<file path="src/rtl/fir_delay_ring_if.sv">
`default_nettype none
// ============================================================================
//  Module   : fir_delay_ring_if
//  Brief    : Bundle of sample-write, sweep-request and tap read-out signals
//             for the multi-channel FIR delay ring.
//  Revision : 1.0  initial release
// ============================================================================
interface fir_delay_ring_if #(
    parameter int DATA_W = 16,
    parameter int DEPTH  = 64,
    parameter int CH     = 1
);
    localparam int c_TAP_W = $clog2(DEPTH);
    localparam int c_CH_W  = (CH > 1) ? $clog2(CH) : 1;

    // History control
    logic                flush;

    // Sample write side
    logic                in_valid;
    logic                in_ready;
    logic [c_CH_W-1:0]   in_ch;
    logic [DATA_W-1:0]   in_data;
    logic                wr_done;

    // Sweep request side
    logic                sweep_start;
    logic [c_CH_W-1:0]   sweep_ch;
    logic                sweep_busy;

    // Tap read-out stream
    logic                out_valid;
    logic [DATA_W-1:0]   out_data;
    logic [c_TAP_W-1:0]  out_tap;
    logic                out_last;

    // Producer/consumer side that drives requests and observes results
    modport master (
        output flush,
        output in_valid, in_ch, in_data,
        output sweep_start, sweep_ch,
        input  in_ready, wr_done,
        input  sweep_busy,
        input  out_valid, out_data, out_tap, out_last
    );

    // Delay ring side
    modport slave (
        input  flush,
        input  in_valid, in_ch, in_data,
        input  sweep_start, sweep_ch,
        output in_ready, wr_done,
        output sweep_busy,
        output out_valid, out_data, out_tap, out_last
    );
endinterface
`default_nettype wire

</file>
<file path="src/rtl/fir_delay_ring.sv">
`default_nettype none
// ============================================================================
//  Module   : fir_delay_ring
//  Brief    : Per-channel circular sample history for FIR filters. Samples
//             are written into a ring (no shifting); a sweep streams all
//             DEPTH taps of one channel, newest first, with unfilled taps
//             reading as zero.
//  Revision : 1.0  initial release
// ============================================================================
module fir_delay_ring #(
    parameter int DATA_W = 16,
    parameter int DEPTH  = 64,
    parameter int CH     = 1
) (
    input  wire logic       clk,
    input  wire logic       rst,
    fir_delay_ring_if.slave bus
);
    // ------------------------------------------------------------------------
    // Derived sizes. Channel-indexed storage is rounded up to a power of two
    // so every channel code (even an illegal one) indexes a real entry; the
    // illegal codes are simply never written.
    // ------------------------------------------------------------------------
    localparam int c_TAP_W  = $clog2(DEPTH);
    localparam int c_CH_W   = (CH > 1) ? $clog2(CH) : 1;
    localparam int c_CH_N   = 1 << c_CH_W;
    localparam int c_ADDR_W = c_CH_W + c_TAP_W;
    localparam int c_MEM_N  = 1 << c_ADDR_W;

    localparam logic [c_TAP_W-1:0] c_LAST_TAP = c_TAP_W'(DEPTH - 1);
    localparam logic [c_TAP_W:0]   c_FULL     = (c_TAP_W + 1)'(DEPTH);
    localparam logic [c_CH_W:0]    c_CH_LIM   = (c_CH_W + 1)'(CH);

    typedef enum logic [0:0] {
        S_IDLE  = 1'b0,
        S_SWEEP = 1'b1
    } state_t;

    // ------------------------------------------------------------------------
    // State
    // ------------------------------------------------------------------------
    state_t               r_state_q;
    state_t               w_state_d;
    logic [c_TAP_W-1:0]   r_tap_q;        // tap being issued this cycle
    logic [c_TAP_W-1:0]   w_tap_d;
    logic [c_CH_W-1:0]    r_sch_q;        // channel captured at sweep start
    logic [c_CH_W-1:0]    w_sch_d;
    logic                 w_issue;        // a tap read is launched this cycle

    logic [c_TAP_W-1:0]   r_wp_q [c_CH_N];   // next entry to write
    logic [c_TAP_W:0]     r_fc_q [c_CH_N];   // valid history length, 0..DEPTH

    logic [DATA_W-1:0]    r_mem  [c_MEM_N];  // {channel, ring index}

    logic                 r_wr_done_q;
    logic                 r_out_valid_q;
    logic                 r_out_live_q;   // tap lies within the filled history
    logic                 r_out_last_q;
    logic [c_TAP_W-1:0]   r_out_tap_q;
    logic [DATA_W-1:0]    r_rd_data_q;

    // ------------------------------------------------------------------------
    // Handshake qualification
    // ------------------------------------------------------------------------
    logic                 w_busy;
    logic                 w_in_ready;
    logic                 w_in_ch_ok;
    logic                 w_sw_ch_ok;
    logic                 w_wr_acc;
    logic                 w_sw_acc;
    logic [c_ADDR_W-1:0]  w_wr_addr;
    logic [c_TAP_W-1:0]   w_rd_idx;
    logic [c_ADDR_W-1:0]  w_rd_addr;
    logic                 w_rd_live;

    // Busy covers the issue phase plus the cycle the final tap is presented,
    // since the read pipeline lags the issuing state by one cycle.
    assign w_busy     = (r_state_q == S_SWEEP) | r_out_valid_q;
    assign w_in_ready = ~w_busy & ~bus.flush;

    assign w_in_ch_ok = ({1'b0, bus.in_ch}    < c_CH_LIM);
    assign w_sw_ch_ok = ({1'b0, bus.sweep_ch} < c_CH_LIM);

    assign w_wr_acc   = bus.in_valid    & w_in_ready & w_in_ch_ok;
    assign w_sw_acc   = bus.sweep_start & ~w_busy & ~bus.flush & w_sw_ch_ok;

    assign w_wr_addr  = {bus.in_ch, r_wp_q[bus.in_ch]};

    // Tap k lives k+1 entries behind the write pointer (tap 0 = newest).
    assign w_rd_idx   = r_wp_q[r_sch_q] - r_tap_q - c_TAP_W'(1);
    assign w_rd_addr  = {r_sch_q, w_rd_idx};
    assign w_rd_live  = ({1'b0, r_tap_q} < r_fc_q[r_sch_q]);

    // ------------------------------------------------------------------------
    // Sweep FSM: state, tap counter and captured channel registers
    // ------------------------------------------------------------------------
    always_ff @(posedge clk) begin
        if (rst) begin
            r_state_q <= S_IDLE;
            r_tap_q   <= '0;
            r_sch_q   <= '0;
        end else begin
            r_state_q <= w_state_d;
            r_tap_q   <= w_tap_d;
            r_sch_q   <= w_sch_d;
        end
    end

    // Sweep FSM next state: flush aborts; IDLE waits for a legal request;
    // SWEEP issues one tap per cycle and returns after the last one.
    always_comb begin
        w_state_d = r_state_q;
        w_tap_d   = r_tap_q;
        w_sch_d   = r_sch_q;
        w_issue   = 1'b0;

        if (bus.flush) begin
            w_state_d = S_IDLE;
            w_tap_d   = '0;
        end else begin
            case (r_state_q)
                S_IDLE: begin
                    if (w_sw_acc) begin
                        w_state_d = S_SWEEP;
                        w_tap_d   = '0;
                        w_sch_d   = bus.sweep_ch;
                    end
                end
                S_SWEEP: begin
                    w_issue = 1'b1;
                    w_tap_d = r_tap_q + c_TAP_W'(1);
                    if (r_tap_q == c_LAST_TAP) begin
                        w_state_d = S_IDLE;
                    end
                end
                default: begin
                    w_state_d = S_IDLE;
                end
            endcase
        end
    end

    // Per-channel write pointer and saturating fill count
    always_ff @(posedge clk) begin
        if (rst || bus.flush) begin
            for (int i = 0; i < c_CH_N; i++) begin
                r_wp_q[i] <= '0;
                r_fc_q[i] <= '0;
            end
        end else if (w_wr_acc) begin
            r_wp_q[bus.in_ch] <= r_wp_q[bus.in_ch] + c_TAP_W'(1);
            if (r_fc_q[bus.in_ch] != c_FULL) begin
                r_fc_q[bus.in_ch] <= r_fc_q[bus.in_ch] + (c_TAP_W + 1)'(1);
            end
        end
    end

    // Sample storage: write port for accepted samples, registered tap read.
    // Contents are never cleared; the fill count masks stale entries.
    always_ff @(posedge clk) begin
        if (w_wr_acc) begin
            r_mem[w_wr_addr] <= bus.in_data;
        end
        r_rd_data_q <= r_mem[w_rd_addr];
    end

    // Output stage aligned with the registered read: tap index, last flag,
    // live mask and the write-completion pulse
    always_ff @(posedge clk) begin
        if (rst) begin
            r_wr_done_q   <= 1'b0;
            r_out_valid_q <= 1'b0;
            r_out_live_q  <= 1'b0;
            r_out_last_q  <= 1'b0;
            r_out_tap_q   <= '0;
        end else begin
            r_wr_done_q   <= w_wr_acc;
            r_out_valid_q <= w_issue;
            r_out_live_q  <= w_issue & w_rd_live;
            r_out_last_q  <= w_issue & (r_tap_q == c_LAST_TAP);
            r_out_tap_q   <= w_issue ? r_tap_q : '0;
        end
    end

    // ------------------------------------------------------------------------
    // Outputs. Data is zero both for idle cycles and for taps beyond the
    // filled history, so the raw RAM word never leaks out.
    // ------------------------------------------------------------------------
    assign bus.in_ready   = w_in_ready;
    assign bus.wr_done    = r_wr_done_q;
    assign bus.sweep_busy = w_busy;
    assign bus.out_valid  = r_out_valid_q;
    assign bus.out_data   = r_out_live_q ? r_rd_data_q : '0;
    assign bus.out_tap    = r_out_tap_q;
    assign bus.out_last   = r_out_last_q;

endmodule
`default_nettype wire

</file>
<file path="src/flat_wrapper.sv">
// flat-port wrapper written by rule: the top's interface ports become plain ports
module fir_delay_ring_flat 
#(
    parameter int DATA_W = 16,
    parameter int DEPTH  = 64,
    parameter int CH     = 1
)
  (clk, rst, bus_flush, bus_in_valid, bus_in_ch, bus_in_data, bus_sweep_start, bus_sweep_ch, bus_in_ready, bus_wr_done, bus_sweep_busy, bus_out_valid, bus_out_data, bus_out_tap, bus_out_last);
  fir_delay_ring_if #(.DATA_W(DATA_W), .DEPTH(DEPTH), .CH(CH)) bus_i ();
  input  wire logic clk;
  input  wire logic rst;
  input wire logic [$bits(bus_i.flush)-1:0] bus_flush;
  input wire logic [$bits(bus_i.in_valid)-1:0] bus_in_valid;
  input wire logic [$bits(bus_i.in_ch)-1:0] bus_in_ch;
  input wire logic [$bits(bus_i.in_data)-1:0] bus_in_data;
  input wire logic [$bits(bus_i.sweep_start)-1:0] bus_sweep_start;
  input wire logic [$bits(bus_i.sweep_ch)-1:0] bus_sweep_ch;
  output wire logic [$bits(bus_i.in_ready)-1:0] bus_in_ready;
  output wire logic [$bits(bus_i.wr_done)-1:0] bus_wr_done;
  output wire logic [$bits(bus_i.sweep_busy)-1:0] bus_sweep_busy;
  output wire logic [$bits(bus_i.out_valid)-1:0] bus_out_valid;
  output wire logic [$bits(bus_i.out_data)-1:0] bus_out_data;
  output wire logic [$bits(bus_i.out_tap)-1:0] bus_out_tap;
  output wire logic [$bits(bus_i.out_last)-1:0] bus_out_last;
  assign bus_i.flush = bus_flush;
  assign bus_i.in_valid = bus_in_valid;
  assign bus_i.in_ch = bus_in_ch;
  assign bus_i.in_data = bus_in_data;
  assign bus_i.sweep_start = bus_sweep_start;
  assign bus_i.sweep_ch = bus_sweep_ch;
  assign bus_in_ready = bus_i.in_ready;
  assign bus_wr_done = bus_i.wr_done;
  assign bus_sweep_busy = bus_i.sweep_busy;
  assign bus_out_valid = bus_i.out_valid;
  assign bus_out_data = bus_i.out_data;
  assign bus_out_tap = bus_i.out_tap;
  assign bus_out_last = bus_i.out_last;
  fir_delay_ring #(.DATA_W(DATA_W), .DEPTH(DEPTH), .CH(CH)) u_core (.clk(clk), .rst(rst), .bus(bus_i));
endmodule
</file>
<file path="config.mk">
export PLATFORM = sky130hd
export DESIGN_NAME = fir_delay_ring_flat
export DESIGN_NICKNAME = d
export VERILOG_FILES = /design/src/rtl/fir_delay_ring_if.sv /design/src/rtl/fir_delay_ring.sv /design/src/flat_wrapper.sv
export SDC_FILE = /design/constraint.sdc
export NUM_CORES = 2
export LEC_CHECK = 0
export BUFFER_PORTS_ARGS = -buffer_cell sky130_fd_sc_hd__buf_2
export CAP_MARGIN = 0
export CORE_ASPECT_RATIO = 1.25
export CORE_MARGIN = 5
export CORE_UTILIZATION = 60
export DETAILED_ROUTE_END_ITERATION = 8
export GPL_ROUTABILITY_DRIVEN = 0
export GPL_TIMING_DRIVEN = 0
export PLACE_DENSITY = 0.74
export RECOVER_POWER = 50
export SYNTH_ARGS = -nofsm -noshare
export SYNTH_HDL_FRONTEND = slang
export SYNTH_SLANG_ARGS = --single-unit
</file>
<file path="constraint.sdc">
create_clock -name clk -period 11.3 [get_ports clk]
set_input_delay 3.39 -clock clk [delete_from_list [all_inputs] [get_ports clk]]
set_output_delay 3.39 -clock clk [all_outputs]
set_load 0.01 [all_outputs]
</file>
# Word-level counts from Yosys, hierarchy flattened
# Memory sizes are Yosys's and may differ from the RTL's. A register that Yosys moved wholly into a read port is not among the register bits.
# Cells that the tools add are included.
# W data, S select, Z words.
# word_totals
out_inout_bits,27
ff_bits,18
ramBits,2074
latchBits,0
input_bits,23
n_memories,3
elab_cells,69
romBits,0
# classes
div,0
n_lt_le_gt_ge,3
n_addsub,5
reduce_logical,6
mux,28
eq_ne,3
n_mul,0
shifts,0
n_bitwise,13
# memory_table
memory,words,word_bits,read_ports,rd_ports_with_merged_regs,wr,line_no,text
u_core.r_mem,128,16,1,1,1,fir_delay_ring.sv:53,logic [DATA_W-1:0] r_mem [c_MEM_N];
u_core.r_fc_q,2,7,2,1,2,fir_delay_ring.sv:51,logic [c_TAP_W:0] r_fc_q [c_CH_N];
u_core.r_wp_q,2,6,2,1,2,fir_delay_ring.sv:50,logic [c_TAP_W-1:0] r_wp_q [c_CH_N];
# ops
operator,n
$mux W1,22
$mux W16,1
$add A6 B1 Y6 const B,2
$mux W6,2
$pmux W6 S2,1
$and A1 B1 Y1,8
$add A7 B1 Y7 const B,1
$lt A6 B7 Y1,1
$mux W7,1
$ne A7 B7 Y1 const B,1
$reduce_or A7 Y1,1
$eq A6 B6 Y1 const B,1
$reduce_or A6 Y1,1
$sub A6 B1 Y6 const B,1
$sub A6 B6 Y6,1
$not A1 Y1,4
$reduce_or A2 Y1,2
$reduce_and A3 Y1,1
$lt A1 B1 Y1 const B,2
$ne A2 B1 Y1 const B,1
$pmux W1 S2,1
$logic_or A1 B1 Y1,1
$or A1 B1 Y1,1

# Depth between registers and ports, before layout
# logic_depth
ltp_word,10
ltp_mapped,15
ltp_nobuf,10

# Least setup slack after synthesis
# Ideal clock, no wire load.
# synth_timing
kind,in2out
from,input bus_flush
to,output bus_in_ready
required_time_ns,7.910
n_path_buf,0
cell_stages,1
t_arrival_ns,3.621
path_slack_ns,4.289
cell_sequence,nor2_1
# synth_between
elab_chain_len,2
# synth_lines
element,line_no,text
start: declaration,flat_wrapper.sv:12,input wire logic [$bits(bus_i.flush)-1:0] bus_flush;
$not A1 Y1,fir_delay_ring.sv:79,assign w_in_ready = ~w_busy & ~bus.flush;
$and A1 B1 Y1,fir_delay_ring.sv:79,
end: declaration,flat_wrapper.sv:18,output wire logic [$bits(bus_i.in_ready)-1:0] bus_in_ready;
# Every way passes these cells.

# Worst setup path after layout
# layout_timing
from,input bus_in_data[11]
to,memory u_core.r_mem[83][11] (data pin)
# layout_lines
element,line_no,text
start: declaration,flat_wrapper.sv:15,input wire logic [$bits(bus_i.in_data)-1:0] bus_in_data;
end: declaration,fir_delay_ring.sv:53,
# Straight into the memory's write port.

==> metrics <==
Fillers=between 8000 and 9000; R2R Setup Slk=5.43 ns; Crit Path Max Fanout=91; share of cells above drive strength 1=roughly 22%; Synth Area per Inst=23.0 sq um; Crit Path Category=input port to register; area share of the largest cell type after synthesis=76.9%; cts bufs inserted=193; critical path's top delay family=buffers and inverters; WL/cell=27.1 microns; post_cts resized=0; # IOs=50; cell area after synthesis=between 80000 and 90000 sq um; Slew Limit Fails=2097; count leader, synth=edfxtp_1; IO Port Bufs=48; Switching Fraction=22.8%; Fmax achieved=between 0.1 and 0.15 GHz; cell depth of the worst flop-to-flop path=12; CP Data Arrival Time=just over 8 ns; Final min period=8.16 ns; overall routed net length=183000 microns; Setup Total Neg Slack=0 ns; antenna violations before repair=5; vias in the first global route=40612; Design Power=17000 uW; Synth area leaders=edfxtp_1 77%, mux4_2 16%, mux2i_1 1.3%; switching power=3880 uW; Clock Skews=roughly 0.033 ns; FF+latch count, synth=roughly 2100; via count=39697; Int Power=13100 uW; hold depth=2; Logic pwr share=10.0%; clock latency on the worst-skew pair=about 0.82 ns; hold_buf cts=0; DRC violations left=0; Post-synth EDFFs=2074; Hold Violations, Final=0; Worst Hold Class=register to register; # rows=150; RR Endpoint=u_core.r_rd_data_q[9]; max-cap viol count=32; largest net degree at the start of global routing=98; sequential share of the synthesized area=77.8%; Top cell by count, worst path=clkbuf_1; DR vias/cell=approximately 5.9; power per cell area=180 nW/um^2; CP startpoint kind=input port; Synth area leader=edfxtp_1; Main synth FF type=edfxtp_1; WHS=0.555 ns; Slew Limit Headroom=-196%; Static Leak=0.0329 uW; synth-to-layout area growth=16.5%; H-tree Lvls=4; initial DRC count=4794; global-route wire length before repair=between 200000 and 300000 microns; drt pass-1 iters=5; Worst Setup End Kind=register; outcome=complete, but fails checks; worst endpoint required time=around 11 ns; CTS Sinks=~2100; clock share of power=36.7%; yosys synthesis warning count=0; effective utilization at floorplan=around three fifths; RSZ-0062 raised after global routing=no; Nets=4911; hold endpoint=u_core.bus.out_last; ys async rst share=0%; Tightest Pin Transition=4.44 ns; CTS Buffer Depth=3; Root Buffer=clkbuf_16; Final setup viols=0; CTS tree=built; Core Area=134000 sq um; postcts setup bufs=0; Max VDD drop=0.143 mV; Chip Width=339 microns; Unique masters post-synth=55; post-DP HPWL=between 100000 and 150000 microns; Worst-path clk slew=0.06 ns; grt total ovfl=0; worst path cell trace=clkbuf_1 -> clkbuf_1; post-layout util=70.4%; hold path start=u_core.r_tap_q[4]; Gate Count Post-Synth=3528; chip height=between 400 and 500 microns; Slowest-stage cell, CP=clkbuf_1; delay of the slowest cell on the worst path=3.19 ns; all-layer global routing usage=26.3%; Die ar.=142000 sq um; Worst Path Buf+Inv=2; Tcrit/Tclk final=between 70 and 80%; Routed Antenna Nets=0; Post-synth top cells=2074 x edfxtp_1, 574 x mux4_2, 135 x nand3_1; failing checks=max-capacitance violations, max-slew violations; sequential power share=roughly 53%
## how the worst max path moves through the flow
| stage | start | end | slack [ns] | depth (start not counted) |
|---|---|---|---|---|
| 4_1_cts | bus_flush | bus_in_ready | 4.05 | 3 |
| 5_1_grt | bus_in_data[5] | u_core.r_mem[108][5] | 2.92 | 2 |
| 3_3_place_gp | bus_flush | bus_in_ready | 4.08 | 3 |
| 3_5_place_dp | bus_flush | bus_in_ready | 4.04 | 3 |
| 2_1_floorplan | bus_flush | bus_in_ready | 4.29 | 1 |
| 6_report | bus_in_data[11] | u_core.r_mem[83][11] | 3.14 | 2 |
## area by class of cell
class	count	area, sq um	area share (%)
tap	1748	2190	2.32
antenna	2	5.00	0.00531
clock inverter	97	783	0.830
multi-input combinational	2258	21100	22.4
sequential	2109	63000	66.8
buffer	184	872	0.924
inverter	13	48.8	0.0517
timing repair buffer	114	1120	1.18
clock buffer	250	5210	5.52
## sequential cells by signal (all words and copies together), names as in the netlist, named ones only
| register | flops |
|---|---|
| u_core.bus.wr_done | 1 |
| u_core.r_state_q | 1 |
| u_core.r_sch_q | 1 |
| u_core.r_rd_data_q | 16 |
| u_core.r_out_live_q | 1 |
| u_core.r_wp_q | 12 |
| u_core.r_mem | 2048 |
| u_core.r_tap_q | 6 |
| u_core.bus.out_tap | 6 |
| u_core.bus.out_last | 1 |
| u_core.bus.out_valid | 1 |
| u_core.r_fc_q | 14 |
## cells by family (layout without fill, tap and decap cells)
logic type      after synthesis  in the layout  share of synthesized area (%)
other cells                   1           1039                        0.00463
fa+ha+maj                    15             15                          0.241
compound gates               97             97                          0.875
simple gates                404            404                           2.38
buf+inv                     197            658                           1.14
xor+xnor                     18             18                          0.218
flops                      2109           2109                           77.8
mux                         687            687                           17.4
## metal layers
metal  vias to the layer above  routed length [microns]  global-route usage [%]
met1                     20787                    66400                    34.4
met3                       406                    14300                    4.24
met2                      1852                    94400                    45.5
met4                         0                     8400                    10.2
li1                      16652                        -                       -
met5                         -                        0                       0
## power groups by stage
| stage | registers [uW] | logic (uW) | clock network, uW |
|---|---|---|---|
| finish | 9070 | 1710 | 6240 |
| floorplan | 9170 | 1020 | 0 |
| CTS | 9050 | 1730 | 6330 |
| global placement | 9200 | 1670 | 0 |
| detailed placement | 9210 | 1720 | 0 |
| global route | 9090 | 1800 | 6670 |
## metrics by stage
stage          cells  instance area, sq um  setup slack, ns
2_1_floorplan   4564                 84900             4.29
3_3_place_gp    6360                 87300             4.08
5_1_grt         6773                 94300             2.92
6_report        6775                 94300             3.14
3_5_place_dp    6426                 88800             4.04
4_1_cts         6773                 94800             4.05
## layout by cell type (no fill, tap or decap), drive strengths merged, types with 7 or more instances in the layout
cell	count
edfxtp	2074
conb	1037
mux4	574
clkbuf	360
buf	188
nand3	137
mux2i	106
nand2	96
nor2	88
clkinv	77
dfxtp	35
o22ai	31
o32ai	30
and2	23
nor4	18
inv	16
ha	14
and3	12
bufinv	12
xnor2	11
a21oi	9
mux2	7
xor2	7
(Power assumes the default switching activity.)
